==> config.mk <==
export PLATFORM = sky130hd
export DESIGN_NAME = pipe_ctrl
export DESIGN_NICKNAME = d
export VERILOG_FILES = /design/src/rtl/pipe_ctrl_pkg.sv /design/src/rtl/pipe_ctrl_stall_watchdog.sv /design/src/rtl/pipe_ctrl.sv
export SDC_FILE = /design/constraint.sdc
export NUM_CORES = 1
export LEC_CHECK = 0
export ABC_AREA = 1
export CAP_MARGIN = 20
export CORE_ASPECT_RATIO = 2
export CORE_MARGIN = 2
export CORE_UTILIZATION = 34
export CTS_CLUSTER_DIAMETER = 30
export CTS_CLUSTER_SIZE = 8
export DETAILED_ROUTE_END_ITERATION = 12
export PLACE_DENSITY = 0.8
export SLEW_MARGIN = 0
export SYNTH_ARGS = -nofsm -noshare
export SYNTH_HDL_FRONTEND = slang
export SYNTH_HIERARCHICAL = 1
export SYNTH_SLANG_ARGS = --single-unit
==> constraint.sdc <==
create_clock -name clk -period 2.2 [get_ports clk]
set_input_delay 0.44 -clock clk [delete_from_list [all_inputs] [get_ports clk]]
set_output_delay 0.44 -clock clk [all_outputs]
set_load 0.05 [all_outputs]
==> src/rtl/pipe_ctrl_pkg.sv <==
// Shared encodings for the OpenMIPS pipeline controller.
// Stall hold vectors, exception codes and controller state codes.
package pipe_ctrl_pkg;

  localparam int StallBus = 6;

  localparam logic [StallBus-1:0] StallNone = 6'b000000;
  localparam logic [StallBus-1:0] StallId   = 6'b000111;
  localparam logic [StallBus-1:0] StallEx   = 6'b001111;
  localparam logic [StallBus-1:0] StallMem  = 6'b011111;

  localparam logic [31:0] ZeroWord  = 32'h00000000;
  localparam logic [31:0] ExcEret   = 32'h0000000e;
  localparam logic [31:0] ExcVector = 32'h00000020;

  typedef enum logic [1:0] {
    CtrlRun,
    CtrlStall,
    CtrlFlush
  } ctrl_state_e;

endpackage

==> src/rtl/pipe_ctrl_stall_watchdog.sv <==
// Saturating consecutive-stall counter with a sticky timeout flag.
// The flag rises on the edge where the count reaches STALL_TIMEOUT.
module stall_watchdog #(
  parameter int unsigned STALL_TIMEOUT = 1024
) (
  input  logic clk,
  input  logic rst,
  input  logic stalled,
  input  logic clear,
  output logic stall_timeout
);

  localparam logic [15:0] Limit = 16'(STALL_TIMEOUT);

  logic [15:0] stall_cnt;
  logic [15:0] stall_cnt_nxt;

  always_comb begin
    stall_cnt_nxt = stall_cnt;
    if (clear || !stalled) begin
      stall_cnt_nxt = 16'd0;
    end else if (stall_cnt != Limit) begin
      stall_cnt_nxt = stall_cnt + 16'd1;
    end
  end

  always_ff @(posedge clk) begin
    if (rst) begin
      stall_cnt     <= 16'd0;
      stall_timeout <= 1'b0;
    end else begin
      stall_cnt <= stall_cnt_nxt;
      if (stall_cnt_nxt == Limit) begin
        stall_timeout <= 1'b1;
      end
    end
  end

endmodule

==> src/rtl/pipe_ctrl.sv <==
// OpenMIPS pipeline controller: stall priority, exception flush, watchdog.
// Define PIPE_CTRL_PERF_EN to add stall_cycles / flush_events counters.
module pipe_ctrl
  import pipe_ctrl_pkg::*;
#(
  parameter int unsigned FLUSH_CYCLES  = 1,
  parameter int unsigned STALL_TIMEOUT = 1024,
  parameter logic [31:0] EXC_VECTOR    = ExcVector
) (
  input  logic                clk,
  input  logic                rst,
  input  logic                stallreq_from_id,
  input  logic                stallreq_from_ex,
  input  logic                stallreq_from_mem,
  input  logic [31:0]         excepttype,
  input  logic [31:0]         cp0_epc,
  output logic [StallBus-1:0] stall,
  output logic                flush,
  output logic [31:0]         new_pc,
  output logic                stall_timeout
`ifdef PIPE_CTRL_PERF_EN
  ,
  output logic [31:0]         stall_cycles,
  output logic [31:0]         flush_events
`endif
);

  localparam logic [3:0] FlushLoad = 4'(FLUSH_CYCLES - 1);

  ctrl_state_e state;
  ctrl_state_e state_nxt;
  logic [3:0]  flush_cnt;
  logic [3:0]  flush_cnt_nxt;
  logic [31:0] tgt;
  logic [31:0] tgt_nxt;
  logic [31:0] exc_pc;
  logic        any_req;

  assign any_req = stallreq_from_id | stallreq_from_ex | stallreq_from_mem;

  always_comb begin
    state_nxt     = state;
    flush_cnt_nxt = flush_cnt;
    tgt_nxt       = tgt;
    stall         = StallNone;
    flush         = 1'b0;
    new_pc        = ZeroWord;
    exc_pc        = (excepttype == ExcEret) ? cp0_epc : EXC_VECTOR;
    if (!rst) begin
      unique case (state)
        CtrlFlush: begin
          flush  = 1'b1;
          new_pc = tgt;
          if (flush_cnt <= 4'd1) begin
            state_nxt     = CtrlRun;
            flush_cnt_nxt = 4'd0;
          end else begin
            flush_cnt_nxt = flush_cnt - 4'd1;
          end
        end
        default: begin
          if (excepttype != ZeroWord) begin
            flush   = 1'b1;
            new_pc  = exc_pc;
            tgt_nxt = exc_pc;
            if (FLUSH_CYCLES > 1) begin
              state_nxt     = CtrlFlush;
              flush_cnt_nxt = FlushLoad;
            end else begin
              state_nxt = CtrlRun;
            end
          end else begin
            // Requests overlap freely, so this must be a priority chain.
            if (stallreq_from_mem)     stall = StallMem;
            else if (stallreq_from_ex) stall = StallEx;
            else if (stallreq_from_id) stall = StallId;
            state_nxt = any_req ? CtrlStall : CtrlRun;
          end
        end
      endcase
    end
  end

  always_ff @(posedge clk) begin
    if (rst) begin
      state     <= CtrlRun;
      flush_cnt <= 4'd0;
      tgt       <= ZeroWord;
    end else begin
      state     <= state_nxt;
      flush_cnt <= flush_cnt_nxt;
      tgt       <= tgt_nxt;
    end
  end

  stall_watchdog #(
    .STALL_TIMEOUT(STALL_TIMEOUT)
  ) u_watchdog (
    .clk          (clk),
    .rst          (rst),
    .stalled      (stall != StallNone),
    .clear        (flush),
    .stall_timeout(stall_timeout)
  );

`ifdef PIPE_CTRL_PERF_EN
  always_ff @(posedge clk) begin
    if (rst) begin
      stall_cycles <= 32'd0;
      flush_events <= 32'd0;
    end else begin
      if (stall != StallNone) stall_cycles <= stall_cycles + 32'd1;
      if (flush && state != CtrlFlush) flush_events <= flush_events + 32'd1;
    end
  end
`endif

endmodule

==> summary.md, run 1 <==
| Metric | Value |
|---|---|
| First-pass GRT wire length | 11600 um |
| Via count | roughly 2700 |
| Die area | 5940 um^2 |
| Largest fanout on the critical path | 6 |
| CTS buffer count | 3 |
| Placed instance area | 3160 um^2 |
| Residual DRC | 0 |
| Area Overhead vs Synth | 108% |
| Total GRT Usage | 25.0% |
| Register bit total from synthesis | 17 |
| Pwr dens | 203 nW/um^2 |
| Worst Setup End Kind | primary output |
| Register area share after synthesis | 18.8% |
| Tmin final | 2200 ps |
| Worst hold-check path type | reg2reg |
| Cell mode on critical path | nor2_1 |
| Crit Reg-Reg Startpoint | u_watchdog/stall_cnt[0]$_SDFF_PP0_ |
| Critical path destination | new_pc[29] |
| Number of antenna cells inserted | 0 |
| Final antenna-violating net count | 0 |
| Initial antenna violation count | 0 |
| Share of cells above drive strength 1 | between 40% and 50% |
| First-iteration detailed-routing DRC count | a little under 90 |
| DR WL/cell | 17.8 um |
| Slowest CP cell | clkbuf_16 |
| Worst-Skew Late Latency | 280 ps |
| DRT Wirelength | around 9100 um |
| Die width | 55.5 um |
| Layout Skew | 12.7 ps |
| Mapped Cells | 315 |
| CP Data Arrival Time | ~1800 ps |
| Post-route cell area | 3760 um^2 |
| Grt ovf | 0 |
| DRT Pass-1 Iters | 4 |
| R2R cell count | 12 |
| Synth warn | 6 |
| Dpl cells | 492 |
| Number of setup violations in the final report | 0 |
| Status | complete, no violations |
| Final hold slack | 528 ps |
| Area of the mapped netlist | 1810 um^2 |
| Crit Path Class | in2out |
| Critical path required time | 1760 ps |
| DP Wirelength | 5230 um |
| Final Net Count | 523 |
| Vias per inst | 5.33 |
| CTS H-tree depth | 1 |
| Number of distinct library cells after synthesis | 28 |
| # rows | 37 |
| Critical path cell sequence | clkdlybuf4s15_1 -> nor2_1 -> nand2_1 -> nor2_1 -> nand2_2 -> clkinv_4 -> clkbuf_16 -> nand3_2 -> nor2_2 -> buf_6 |
| Vias in the first global route | 2653 |
| Clock Path Buffers | 2 |
| Core area | 5140 um^2 |
| Crit-path max cell delay | roughly 180 ps |
| CTS clk-pin slew, worst paths | 80 ps |
| Root Driver | clkbuf_8 |
| Final period utilization | 99.8% |
| Final Slew Violations | 0 |
| Worst setup startpoint | excepttype[25] |
| Die H | between 100 and 150 um |
| RR Endpoint | u_watchdog/stall_timeout$_SDFFE_PP0N_ |
| CTS tree | yes |
| Port bufs | 107 |
| Clock sinks | 17 |
| Synth Area per Inst | 5.73 um^2 |
| Kind of start point of the critical path | input port |
| Fin cells | 509 |
| Hold Fails Final Rpt | 0 |
| I/O Pins | 109 |
| Syn Nets | 386 |
| Largest net degree at the start of global routing | 29 |
| Initial core utilization | a little over a third |
| LEAKAGE | 1.54 nW |
| Max cap viols | 0 |
| # hold bufs at CTS | 0 |
| Maximum VDD drop | 0.000233 V |
| FF-to-FF setup slack | 390 ps |
| GPL Wtd Cong | slightly above 0.9 |
| Most frequent cells in the layout | nor2_1 (51), nand2_1 (51), clkdlybuf4s50_1 (35) |
| Fmax | about 460 MHz |
## Yosys cell counts
library cell  count  area share [%]
nor2_1           95              20
nand2_1          58              12
nand3_1          46              13
inv_1            29             6.0
dfxtp_1          17              19
nand3_2          11             6.1
buf_6             8             5.0
nand2_2           6             2.1
o21ai_0           5             1.4
a21oi_1           4             1.1
buf_4             4             1.7
nand4_1           4             1.4
nor2_2            4             1.4
clkbuf_1          3            0.62
nor2_4            3             1.9
clkinv_1          2            0.42
ha_1              2             1.4
inv_2             2            0.42
o21bai_1          2            0.83
xor2_1            2            0.97
a21oi_2           1            0.49
clkinv_2          1            0.28
conb_1            1            0.21
nor2_8            1             1.1
nor3_1            1            0.28
o21ai_1           1            0.28
o21ai_4           1            0.90
o31ai_1           1            0.42
## report_power, final
group | internal [mW] | switching [mW] | leakage, nW | total (mW)
clock | 0.130 | 0.127 | 0.0228 | 0.257
sequential | 0.307 | 0.00000000000185 | 0.137 | 0.307
combinational | 0.107 | 0.0933 | 1.38 | 0.200
total | 0.544 | 0.221 | 1.54 | 0.765
## how the worst min path moves through the flow
stage,from,slack [ps],end,depth (start not counted)
2_1_floorplan,u_watchdog/stall_cnt[7]$_SDFF_PP0_,550,u_watchdog/stall_cnt[7]$_SDFF_PP0_,3
3_3_place_gp,u_watchdog/stall_timeout$_SDFFE_PP0N_,470,u_watchdog/stall_timeout$_SDFFE_PP0N_,2
3_5_place_dp,u_watchdog/stall_timeout$_SDFFE_PP0N_,480,u_watchdog/stall_timeout$_SDFFE_PP0N_,2
4_1_cts,u_watchdog/stall_timeout$_SDFFE_PP0N_,490,u_watchdog/stall_timeout$_SDFFE_PP0N_,2
5_1_grt,u_watchdog/stall_timeout$_SDFFE_PP0N_,560,u_watchdog/stall_timeout$_SDFFE_PP0N_,2
6_report,u_watchdog/stall_timeout$_SDFFE_PP0N_,530,u_watchdog/stall_timeout$_SDFFE_PP0N_,2
## flip-flops by register name, indices dropped and copies added, names as in the netlist
| signal | flops |
|---|---|
| u_watchdog/stall_timeout | 1 |
| u_watchdog/stall_cnt | 16 |
## logic make-up after synthesis
family | share of synthesized area (%)
DFF | 18.8
and+or+nand+nor | 58.8
buffers and inverters | 14.4
AOI/OAI and AO/OA | 5.41
xor gates and xnor gates | 0.970
adders and majority gates | 1.39
other | 0.208
## metal layers
metal  routed length (um)  global-route usage, %  vias up  part of all wire [%]
met2                 5130                   49.0      164                    57
met3                  588                   3.50       45                   6.5
met1                 2780                   21.2     1242                    31
met4                  562                   20.0        0                   6.2
li1                     -                      -     1262                     -
met5                    0                      0        -                     0
## area by class of cell
type,count,area [um^2]
Clock buffer,4,45.0
Fill cell,332,1380
Inverter,34,133
Multi-Input combinational cell,249,1560
Sequential cell,17,340
Tap cell,58,72.6
Timing Repair Buffer,147,1620
## worst max-delay path: cells and delay by family
family	cells	cell delay, ps
buffers and inverters	4	660
and+or+nand+nor	6	640
## through the flow
step                      util, %  power (mW)  TNS [ps]  setup slack [ps]
after global routing         73.2       0.789      -398             -45.0
after floorplan                 -       0.361         0              14.2
after global placement       61.4       0.499     -7900              -296
after detailed placement     61.4       0.500    -10100              -362
final                        73.2       0.765         0              3.84
after CTS                    68.5       0.735      -109             -16.8
## repair_timing
| item | 4_1_cts | 5_1_grt |
|---|---|---|
| setup buffers | 3 | 4 |
| gates resized for setup | 98 | 128 |
| pin swaps | 20 | 64 |
| gates cloned | 4 | 3 |
| endpoints found under the setup margin | 39 | 39 |
No activity file was read; power rests on OpenSTA's default activity.
==> inputs of run 2 (changes only) <==
Settings changed: GPL_TIMING_DRIVEN set to 0.
==> run 2 against run 1 <==
Compared with the run above:
- critical path depth rose by 8
- first-iteration DRC count fell by 16%
- setup slack improved by 41 ps
- total power fell by 3.0%
- routed wire length fell by 21%
- flip-flop and latch count did not move
- count of clock-buffer cells in the layout fell by 1
- hold slack got worse by 53 ps
- clock skew fell by 6.4 ps
- global-route usage fell by 3.2 points
- combinational power fell by 7%
- die area did not move
- critical path type is now in2reg
- highest routed layer unchanged
==> summary.md, run 2 (synthesis gave the netlist of run 1 again) <==
| Metric | Value |
|---|---|
| Status | complete, no violations |
| Clock sinks | 17 |
| LEAKAGE | 1.41 nW |
| Final Slew Violations | 0 |
| Area Overhead vs Synth | 80.4% |
| CTS H-tree depth | 1 |
| Setup TNS | 0 ps |
| Sw frac | 26.9% |
| Flop pwr share | 41.4% |
| Largest registers | u_watchdog/stall_cnt (16), u_watchdog/stall_timeout (1) |
| Port bufs | ~110 |
| R2R cell count | 11 |
| CP Data Arrival Time | 2350 ps |
| Pre-CTS WS | -798 ps |
| Hold Fails Final Rpt | 0 |
| Worst-margin pin slew | roughly 530 ps |
| Internal power | 542 uW |
| Number of antenna cells inserted | 0 |
| Largest register FFs | 16 |
| Most flop-heavy register | u_watchdog/stall_cnt |
| Kind of start point of the critical path | input port |
| CTS buffer count | 3 |
| # hold bufs at CTS | 0 |
| Crit Path Class | in2reg |
| Die H | 107 um |
| Cell mode on critical path | nand2_1 |
| Residual DRC | 0 |
| Die width | around 56 um |
| Via count | 2531 |
| Layout Skew | 6.33 ps |
| First-pass GRT wire length | 10400 um |
| Total GRT Usage | 21.7% |
| Commonest non-fill, non-tap cell in the layout | nor2_1 |
| CP bufs+invs | 5 |
| Post-route cell area | 3260 um^2 |
| GPL Wtd Cong | 0.892 |
| Hold Crit Depth | 2 |
| Placed instance area | 2950 um^2 |
| Max-slew headroom | 64.4% |
| Dpl cells | 480 |
| Maximum VDD drop | 0.000291 V |
| Gate power share | 25.3% |
| Final setup margin | between 40 and 50 ps |
| Most frequent cells in the layout | nor2_1 (61), nand2_1 (51), buf_6 (40) |
| Final period utilization | 98.0% |
| DRT Pass-1 Iters | 4 |
| DRT Wirelength | approximately 7200 um |
| Max cap viols | 0 |
| Levels on crit path | 18 |
| DP Wirelength | around 5200 um |
| Critical path required time | 2400 ps |
| Crit-path max cell delay | 190 ps |
| DR WL/cell | 14.4 um |
| Initial core utilization | a little over a third |
| Fin cells | around 500 |
| Clk pwr share | around a third |
| Core area | ~5000 um^2 |
| Vias per inst | 5.08 |
| Fmax | 464 MHz |
| Critical path cell sequence | clkdlybuf4s15_1 -> nor2_1 -> nand3_1 -> nor2_2 -> nand2_2 -> o21ai_4 -> buf_6 -> inv_4 -> nor2_4 -> buf_6 -> nand2_4 -> nor2_2 -> nand2_1 -> inv_2 -> nand2_1 -> nor2_1 -> nand2_1 -> a21oi_2 |
| Largest fanout on the critical path | 5 |
| Final Net Count | 512 |
| Final core occ | a little under two thirds |
| Number of setup violations in the final report | 0 |
| Final Power | 742 uW |
| Share of cells above drive strength 1 | 40.9% |
| First-iteration detailed-routing DRC count | 75 |
| Final hold slack | between 400 and 500 ps |
| Pwr dens | 228 nW/um^2 |
| I/O Pins | 109 |
| Clock Path Buffers | 2 |
| NetSw | 199 uW |
| Final antenna-violating net count | 0 |
| Largest net degree at the start of global routing | 11 |
| Die area | ~5900 um^2 |
| CTS clk-pin slew, worst paths | 80 ps |
| Crit path max-delay family | simple AND/OR/NAND/NOR gates |
| Slowest CP cell | nor2_4 |
| Worst hold-check path type | reg2reg |
| Root Driver | clkbuf_8 |
| Initial antenna violation count | 0 |
| # rows | 37 |
| Worst Setup End Kind | register |
| Vias in the first global route | 2463 |
| CTS tree | yes |
| Worst-Skew Late Latency | 260 ps |
| Tmin final | between 2000 and 2500 ps |
| Grt ovf | 0 |
==> run 2: worst paths after layout <==
kind	start	end	slack, ps
min	u_watchdog/stall_timeout$_SDFFE_PP0N_	u_watchdog/stall_timeout$_SDFFE_PP0N_	470
max reg2reg	u_watchdog/stall_cnt[1]$_SDFF_PP0_	u_watchdog/stall_timeout$_SDFFE_PP0N_	450
min reg2reg	u_watchdog/stall_timeout$_SDFFE_PP0N_	u_watchdog/stall_timeout$_SDFFE_PP0N_	470
max	excepttype[8]	u_watchdog/stall_timeout$_SDFFE_PP0N_	40
==> run 2: metal layers <==
metal | vias up | global-route usage (%) | wire length, um
met2 | 134 | 46.2 | 4110
met5 | - | 0 | 0
met3 | 23 | 2.90 | 428
met4 | 0 | 9.93 | 317
met1 | 1137 | 18.7 | 2290
li1 | 1237 | - | -
==> run 2: worst reg2reg max path: cells and delay by family (launching register included) <==
kind | cells | cell delay, ps
compound gates | 1 | 130
fa+ha+maj | 1 | 220
simple gates | 8 | 890
flops | 1 | 400
buf+inv | 1 | 50
==> run 2: what timing repair did <==
action | in CTS | in global routing
endpoints found under the setup margin | 46 | 39
buffers inserted | 2 | 6
gates resized for setup | 297 | 123
cloned | 3 | 4
pin swaps | 15 | 60
==> run 2: final cells by class <==
cell class / instances / area, um^2
Timing Repair Buffer: 121 / 1130
Fill cell: 428 / 1880
Clock buffer: 3 / 41.3
Buffer: 15 / 144
Clock inverter: 1 / 5.00
Sequential cell: 17 / 340
Tap cell: 58 / 72.6
Multi-Input combinational cell: 249 / 1390
Inverter: 34 / 135
==> run 2: power groups by stage <==
stage | clock network [mW] | logic (mW) | registers (mW)
3_5_place_dp | 0 | 0.184 | 0.315
3_3_place_gp | 0 | 0.181 | 0.315
5_1_grt | 0.258 | 0.201 | 0.307
6_report | 0.247 | 0.187 | 0.307
2_1_floorplan | 0 | 0.0461 | 0.315
4_1_cts | 0.247 | 0.169 | 0.307
==> inputs of run 3 (changes only) <==
Settings changed: SLEW_MARGIN 0 to not set.
==> results of run 3 <==
The final DEF is identical to that of run 2; final timing and power are the same.
